===== config.mk =====
export PLATFORM = sky130hd
export DESIGN_NAME = dds_phase_scheduler
export DESIGN_NICKNAME = d
export VERILOG_FILES = /design/src/rtl/dds_sched_pkg.sv /design/src/rtl/dds_wrap_detect.sv /design/src/rtl/dds_phase_scheduler.sv
export SDC_FILE = /design/constraint.sdc
export NUM_CORES = 1
export LEC_CHECK = 0
export BUFFER_PORTS_ARGS = -buffer_cell sky130_fd_sc_hd__buf_2
export CORE_MARGIN = 1
export CORE_UTILIZATION = 52
export DETAILED_ROUTE_END_ITERATION = 12
export GPL_TIMING_DRIVEN = 0
export HOLD_SLACK_MARGIN = 0.15
export PLACE_DENSITY = 0.83
export SLEW_MARGIN = 0
export SYNTH_ARGS = -nofsm -noshare
export SYNTH_HDL_FRONTEND = slang
export SYNTH_SLANG_ARGS = --single-unit

===== constraint.sdc =====
create_clock -name clk -period 3 [get_ports clk]
set_input_delay 0.3 -clock clk [delete_from_list [all_inputs] [get_ports clk]]
set_output_delay 0.3 -clock clk [all_outputs]
set_load 0.02 [all_outputs]

===== src/rtl/dds_sched_pkg.sv =====
//============================================================================
// Module      : dds_sched_pkg
// Description : Shared types and constants for the DDS phase scheduler.
// Revision    : 1.0 - initial release
//============================================================================
`default_nettype none

package dds_sched_pkg;

    // Sequencer states
    typedef enum logic [1:0] {
        IDLE = 2'd0,
        ARM  = 2'd1,
        RUN  = 2'd2
    } sched_state_t;

    // Step-pattern modes
    localparam logic [1:0] MODE_ONESHOT  = 2'b00;
    localparam logic [1:0] MODE_CONT     = 2'b01;
    localparam logic [1:0] MODE_PINGPONG = 2'b10;
    localparam logic [1:0] MODE_HOLD     = 2'b11;

    // Phase_cntrl select width and its highest code
    localparam int               STEP_W   = 2;
    localparam logic [STEP_W-1:0] STEP_MAX = 2'd3;

endpackage : dds_sched_pkg

`default_nettype wire


===== src/rtl/dds_wrap_detect.sv =====
//============================================================================
// Module      : dds_wrap_detect
// Description : Flags a DDS phase-accumulator wrap-around, i.e. the cycle in
//               which the presented accumulator value is smaller than the
//               value seen one cycle earlier.
// Revision    : 1.0 - initial release
//============================================================================
`default_nettype none

module dds_wrap_detect
    import dds_sched_pkg::*;
#(
    parameter int ACC_W = 8
) (
    input  logic             clk,
    input  logic             rst,      // synchronous, active-low
    input  logic [ACC_W-1:0] acc_in,
    output logic             wrap
);

    logic [ACC_W-1:0] acc_prev_q;
    logic             prev_valid_q;

    // Previous accumulator sample; the comparison is only trusted once a
    // real sample has been captured after reset.
    always_ff @(posedge clk) begin
        if (!rst) begin
            acc_prev_q   <= '0;
            prev_valid_q <= 1'b0;
        end else begin
            acc_prev_q   <= acc_in;
            prev_valid_q <= 1'b1;
        end
    end

    assign wrap = prev_valid_q && (acc_in < acc_prev_q);

endmodule : dds_wrap_detect

`default_nettype wire


===== src/rtl/dds_phase_scheduler.sv =====
//============================================================================
// Module      : dds_phase_scheduler
// Description : Steps the DDS Phase_cntrl select through a programmed
//               pattern (one-shot, continuous, ping-pong or hold) with a
//               programmable dwell per step.
//               Build option DDS_SCHED_WRAP_SYNC_EN: when defined, steps
//               change on accumulator wrap-around and dwell counts wraps;
//               when undefined, acc_in is ignored and dwell counts clocks.
// Revision    : 1.0 - initial release
//============================================================================
`default_nettype none

module dds_phase_scheduler
    import dds_sched_pkg::*;
#(
    parameter int ACC_W   = 8,
    parameter int DWELL_W = 16,
    parameter int NSTEP   = 4
) (
    input  logic               clk,
    input  logic               rst,          // synchronous, active-low
    input  logic               start,
    input  logic               stop,
    input  logic [1:0]         mode,
    input  logic [1:0]         cfg_step,
    input  logic [DWELL_W-1:0] dwell,
    input  logic [ACC_W-1:0]   acc_in,
    output logic [STEP_W-1:0]  Phase_cntrl,
    output logic               busy,
    output logic               done,
    output logic               step_strobe
);

    // NSTEP is tied to the 2-bit select; anything outside 1..4 falls back to
    // the full code range.
    localparam logic [STEP_W-1:0]  c_step_last = (NSTEP >= 1 && NSTEP <= 4) ?
                                                 STEP_W'(NSTEP - 1) : STEP_MAX;
    localparam logic [STEP_W-1:0]  c_step_one  = STEP_W'(1);
    localparam logic [DWELL_W-1:0] c_dwell_one = DWELL_W'(1);

    logic w_wrap;

`ifdef DDS_SCHED_WRAP_SYNC_EN
    dds_wrap_detect #(
        .ACC_W  (ACC_W)
    ) u_wrap_detect (
        .clk    (clk),
        .rst    (rst),
        .acc_in (acc_in),
        .wrap   (w_wrap)
    );
`else
    // Free-running: every clock behaves as a wrap; the accumulator is unused.
    logic w_unused_acc;
    assign w_unused_acc = ^acc_in;
    assign w_wrap       = 1'b1;
`endif

    sched_state_t         state_q, state_d;
    logic [STEP_W-1:0]    phase_q, phase_d;
    logic [DWELL_W-1:0]   count_q, count_d;
    logic [DWELL_W-1:0]   dwell_q, dwell_d;      // effective dwell, never 0
    logic [1:0]           mode_q,  mode_d;
    logic [1:0]           cfg_q,   cfg_d;
    logic                 dir_q,   dir_d;        // 0 = up, 1 = down
    logic                 busy_q,  busy_d;
    logic                 done_q,  done_d;
    logic                 strobe_q, strobe_d;

    // State, latched configuration and registered outputs
    always_ff @(posedge clk) begin
        if (!rst) begin
            state_q  <= IDLE;
            phase_q  <= '0;
            count_q  <= '0;
            dwell_q  <= c_dwell_one;
            mode_q   <= MODE_ONESHOT;
            cfg_q    <= '0;
            dir_q    <= 1'b0;
            busy_q   <= 1'b0;
            done_q   <= 1'b0;
            strobe_q <= 1'b0;
        end else begin
            state_q  <= state_d;
            phase_q  <= phase_d;
            count_q  <= count_d;
            dwell_q  <= dwell_d;
            mode_q   <= mode_d;
            cfg_q    <= cfg_d;
            dir_q    <= dir_d;
            busy_q   <= busy_d;
            done_q   <= done_d;
            strobe_q <= strobe_d;
        end
    end

    // Next-state, step advance and output pulse generation
    always_comb begin
        state_d  = state_q;
        phase_d  = phase_q;
        count_d  = count_q;
        dwell_d  = dwell_q;
        mode_d   = mode_q;
        cfg_d    = cfg_q;
        dir_d    = dir_q;
        done_d   = 1'b0;
        strobe_d = 1'b0;

        unique case (state_q)
            IDLE: begin
                // A coincident stop vetoes the start
                if (start && !stop) begin
                    mode_d  = mode;
                    cfg_d   = cfg_step;
                    dwell_d = (dwell == '0) ? c_dwell_one : dwell;
                    count_d = '0;
                    state_d = ARM;
                end
            end

            ARM: begin
                if (stop) begin
                    count_d = '0;
                    state_d = IDLE;
                end else if (w_wrap) begin
                    phase_d  = (mode_q == MODE_HOLD) ? cfg_q : '0;
                    strobe_d = 1'b1;
                    count_d  = '0;
                    dir_d    = 1'b0;
                    state_d  = RUN;
                end
            end

            RUN: begin
                // stop wins over an advance landing on the same edge
                if (stop) begin
                    count_d = '0;
                    state_d = IDLE;
                end else if (w_wrap) begin
                    if (count_q == dwell_q - c_dwell_one) begin
                        count_d = '0;
                        unique case (mode_q)
                            MODE_ONESHOT: begin
                                if (phase_q == c_step_last) begin
                                    done_d  = 1'b1;
                                    state_d = IDLE;
                                end else begin
                                    phase_d  = phase_q + c_step_one;
                                    strobe_d = 1'b1;
                                end
                            end
                            MODE_CONT: begin
                                phase_d  = (phase_q == c_step_last) ? '0 :
                                           phase_q + c_step_one;
                                strobe_d = 1'b1;
                            end
                            MODE_PINGPONG: begin
                                // Turn around at the endpoints without
                                // repeating them
                                strobe_d = 1'b1;
                                if (!dir_q) begin
                                    if (phase_q == c_step_last) begin
                                        dir_d   = 1'b1;
                                        phase_d = phase_q - c_step_one;
                                    end else begin
                                        phase_d = phase_q + c_step_one;
                                    end
                                end else begin
                                    if (phase_q == '0) begin
                                        dir_d   = 1'b0;
                                        phase_d = phase_q + c_step_one;
                                    end else begin
                                        phase_d = phase_q - c_step_one;
                                    end
                                end
                            end
                            default: begin
                                // Hold: the dwell count keeps cycling only
                            end
                        endcase
                    end else begin
                        count_d = count_q + c_dwell_one;
                    end
                end
            end

            default: begin
                state_d = IDLE;
            end
        endcase

        busy_d = (state_d != IDLE);
    end

    assign Phase_cntrl = phase_q;
    assign busy        = busy_q;
    assign done        = done_q;
    assign step_strobe = strobe_q;

endmodule : dds_phase_scheduler

`default_nettype wire


==> impl_metrics.csv <==
group,metric,value,unit
hold_path,hold_path.class,"in -> reg",
drt,wl_per_cell,14.6,µm
critical_path,worstPathRequired,3.24,ns
status,status,"finished, violations left",
drt,wl,7.09,mm
final_layout,postLayoutCoreUtil,0.642,
synthesis,ys_seq_area_frac,0.311,
critical_path,cp_cell_sequence,"or4_4, or4b_4, a21boi_2, o21ai_2, a2111oi_4, buf_6, nand2_4, or4_4, a21oi_2",
critical_path,start_kind,"flip-flop",
floorplan,core,5170,µm²
drt,wl_met1,3.07,mm
sta,slew_viol_final,0,
clock_network,cts-hold-fix-buffers,0,
floorplan,chipHeight,75.8,µm
critical_path,critPathKind,"reg -> reg",
critical_path,critical-path-slowest-cell,"or4_4",
critical_path,cp_slowest_stage_delay,0.54,ns
power_and_ir_drop,p_leak,1.34,nW
critical_path,crit_arrival,3.28,ns
sta,post-route-period-util,1.01,
global_route,grtUsageTotal,0.256,
synthesis,ys_ff_latch,44,
global_route,grt_start_max_net_pins,13,
global_route,grt_pass1_wl,11.1,mm
final_layout,final_common_cell,"nand2_1",
synthesis,async_flop_share,0,
sta,fin_ws,-0.0337,ns
sta,max_freq,330,MHz
synthesis,netlist_instances,371,
sta,rsz0062_at_grt,"yes",
clock_network,cts_max_path_buffers,2,
synthesis,synth_cell_types,53,
synthesis,synth_area_per_cell,7.64,µm²
synthesis,syn_nets,419,
clock_network,cts.sink_count,44,
placement,post-dp-hpwl,4.95,mm
final_layout,num_antenna_cells,0,
power_and_ir_drop,irDropWorstVdd,0.000275,V
clock_network,clockRootBuffer,"clkbuf_8",
placement,io_buffers,27,
clock_network,numCtsBuffers,5,
drt,drc,0,
clock_network,clkTransAtPathRegs,0.08,ns
final_layout,final_cell_mix,"nand2_1, dfxtp_1, a21oi_1",
clock_network,clk_latency,0.30,ns
floorplan,dieArea,5750,µm²
floorplan,die_w,75.8,µm
critical_path,cpMostUsedCell,"or4_4",
drt,avgViaCountPerCell,5.83,
clock_network,cts-htree-levels,2,
power_and_ir_drop,pwr_density_cell,411,nW/µm²
global_route,overflow,0,
final_layout,nets,464,
drt,drt_iter0_drc,224,
clock_network,cts_tree,"done",
critical_path,crit_path_max_fanout,6,
global_route,antenna_found_initial,0,
status,violations,"setup timing",
sta,setup_viol,1,
synthesis,synthFlopType,"dfxtp_1",
synthesis,syn-cell-area,2840,µm²
floorplan,start_util,0.548,
floorplan,rows,26,
final_layout,drive_above_1_share,0.190,
synthesis,ys_warn_count,0,
global_route,grt_pass1_vias,2424,
floorplan,ioPinCount,37,
sta,worst_slew_pin_slew,0.547,ns
drt,dr_wl_met2,3.55,mm
sta,maxSlewHeadroom,0.632,
drt,drtAntennaViolNets,0,
critical_path,cp-end-kind,"flip-flop",
placement,gp_congestion,0.877,
sta,hold_violations,0,
drt,route.top_layer_used,"met4",
final_layout,areaGrowthSynthToFinish,17.2,%
sta,hold-worst-slack,0.236,ns
drt,wl_met3,376,µm
sta,final.min_clock_period,3.03,ns
drt,drt_pass1_iterations,5,
sta,fin_skew,0.00776,ns
synthesis,synth_edf_count,0,
drt,vias,2834,
flow_run,drv_cap,0,
==> synth_stat cells, types with 2 or more instances <==
cell,number,area share
nand2_1,72,0.095
o311ai_0,2,0.0062
mux2i_1,4,0.014
buf_2,2,0.0035
buf_6,2,0.0079
nand4_1,3,0.0066
a21o_1,6,0.016
a21oi_1,34,0.060
or3_1,2,0.0044
a211oi_1,9,0.024
xnor2_1,14,0.043
and3_1,4,0.0088
nor2_1,15,0.020
a22o_1,4,0.012
o21ai_0,22,0.039
inv_1,15,0.020
nor4_1,7,0.015
nor2b_1,3,0.0066
nand3_1,17,0.030
a21boi_0,2,0.0053
or2_2,6,0.013
a31oi_1,3,0.0066
xor2_1,7,0.022
ha_1,16,0.071
nand2b_1,5,0.011
or4_1,5,0.013
dfxtp_1,44,0.31
clkbuf_1,13,0.017
nor3_1,9,0.016
==> per-layer routing <==
| layer | up-vias | global-route usage |
|---|---|---|
| met5 | - | 0 |
| met4 | 0 | 0.0988 |
| met3 | 13 | 0.0437 |
| met2 | 105 | 0.415 |
| met1 | 1317 | 0.340 |
| li1 | 1399 | - |
==> through the flow <==
step           setup slack [ns]  TNS (ns)  cell area [µm²]  power (mW)  std cells
2_1_floorplan            0.0178         0             2840       0.829        371
3_3_place_gp             -0.210     -1.59             3060       0.892        468
6_report                -0.0337   -0.0337             3320        1.37        486
4_1_cts                 -0.0542   -0.0633             3260        1.34        484
3_5_place_dp             -0.246     -2.37             3060       0.900        468
5_1_grt                 -0.0990    -0.672             3320        1.42        486
==> kinds of logic after synthesis <==
kind of cell,count (synthesis),synth area share
muxes,4,0.0141
xor gates and xnor gates,21,0.0649
AOI/OAI and AO/OA,97,0.222
buffers and inverters,33,0.0499
DFF,44,0.311
adders and majority gates,16,0.0706
and+or+nand+nor,156,0.268
==> cell type report <==
cell class / instances / area [µm²]
multi-input cells: 294 / 1870
fillers: 433 / 1850
flip-flops and latches: 44 / 888
repair buffers: 39 / 229
clock buffers: 7 / 96.3
plain buffers: 17 / 91.3
well taps: 70 / 87.6
inverters: 15 / 56.3
==> what timing repair did <==
action	CTS	global route
pin swaps	6	9
setup buffers	9	3
resized for setup	13	23
setup endpoints to repair	18	21
==> final timing paths <==
kind	cells past startpoint	from	end	slack, ns
setup reg to reg	9	dwell_q[3]	step_strobe	-0.03
hold / removal	3	cfg_step[1]	cfg_q[1]	0.24
setup / recovery	9	dwell_q[3]	step_strobe	-0.03
hold reg to reg	2	cfg_q[0]	cfg_q[0]	0.47
==> registers in the layout, indices dropped and copies added, names as in the netlist, 2 cells and up <==
signal	cells
count_q	16
dwell_q	16
Phase_cntrl	2
cfg_q	2
mode_q	2
state_q	2
==> where the power goes <==
part	total [mW]	internal (mW)	switching, mW
clock	0.410	0.205	0.204
combinational	0.336	0.146	0.191
sequential	0.620	0.601	0.0189
==> worst max-delay path, delay by kind of cell, from the launching register on <==
kind            cells  cell delay (ns)
flops               1             0.33
compound gates      4             0.83
simple gates        4             1.61
buf+inv             1             0.19
Power figures use the tool's default switching activity.
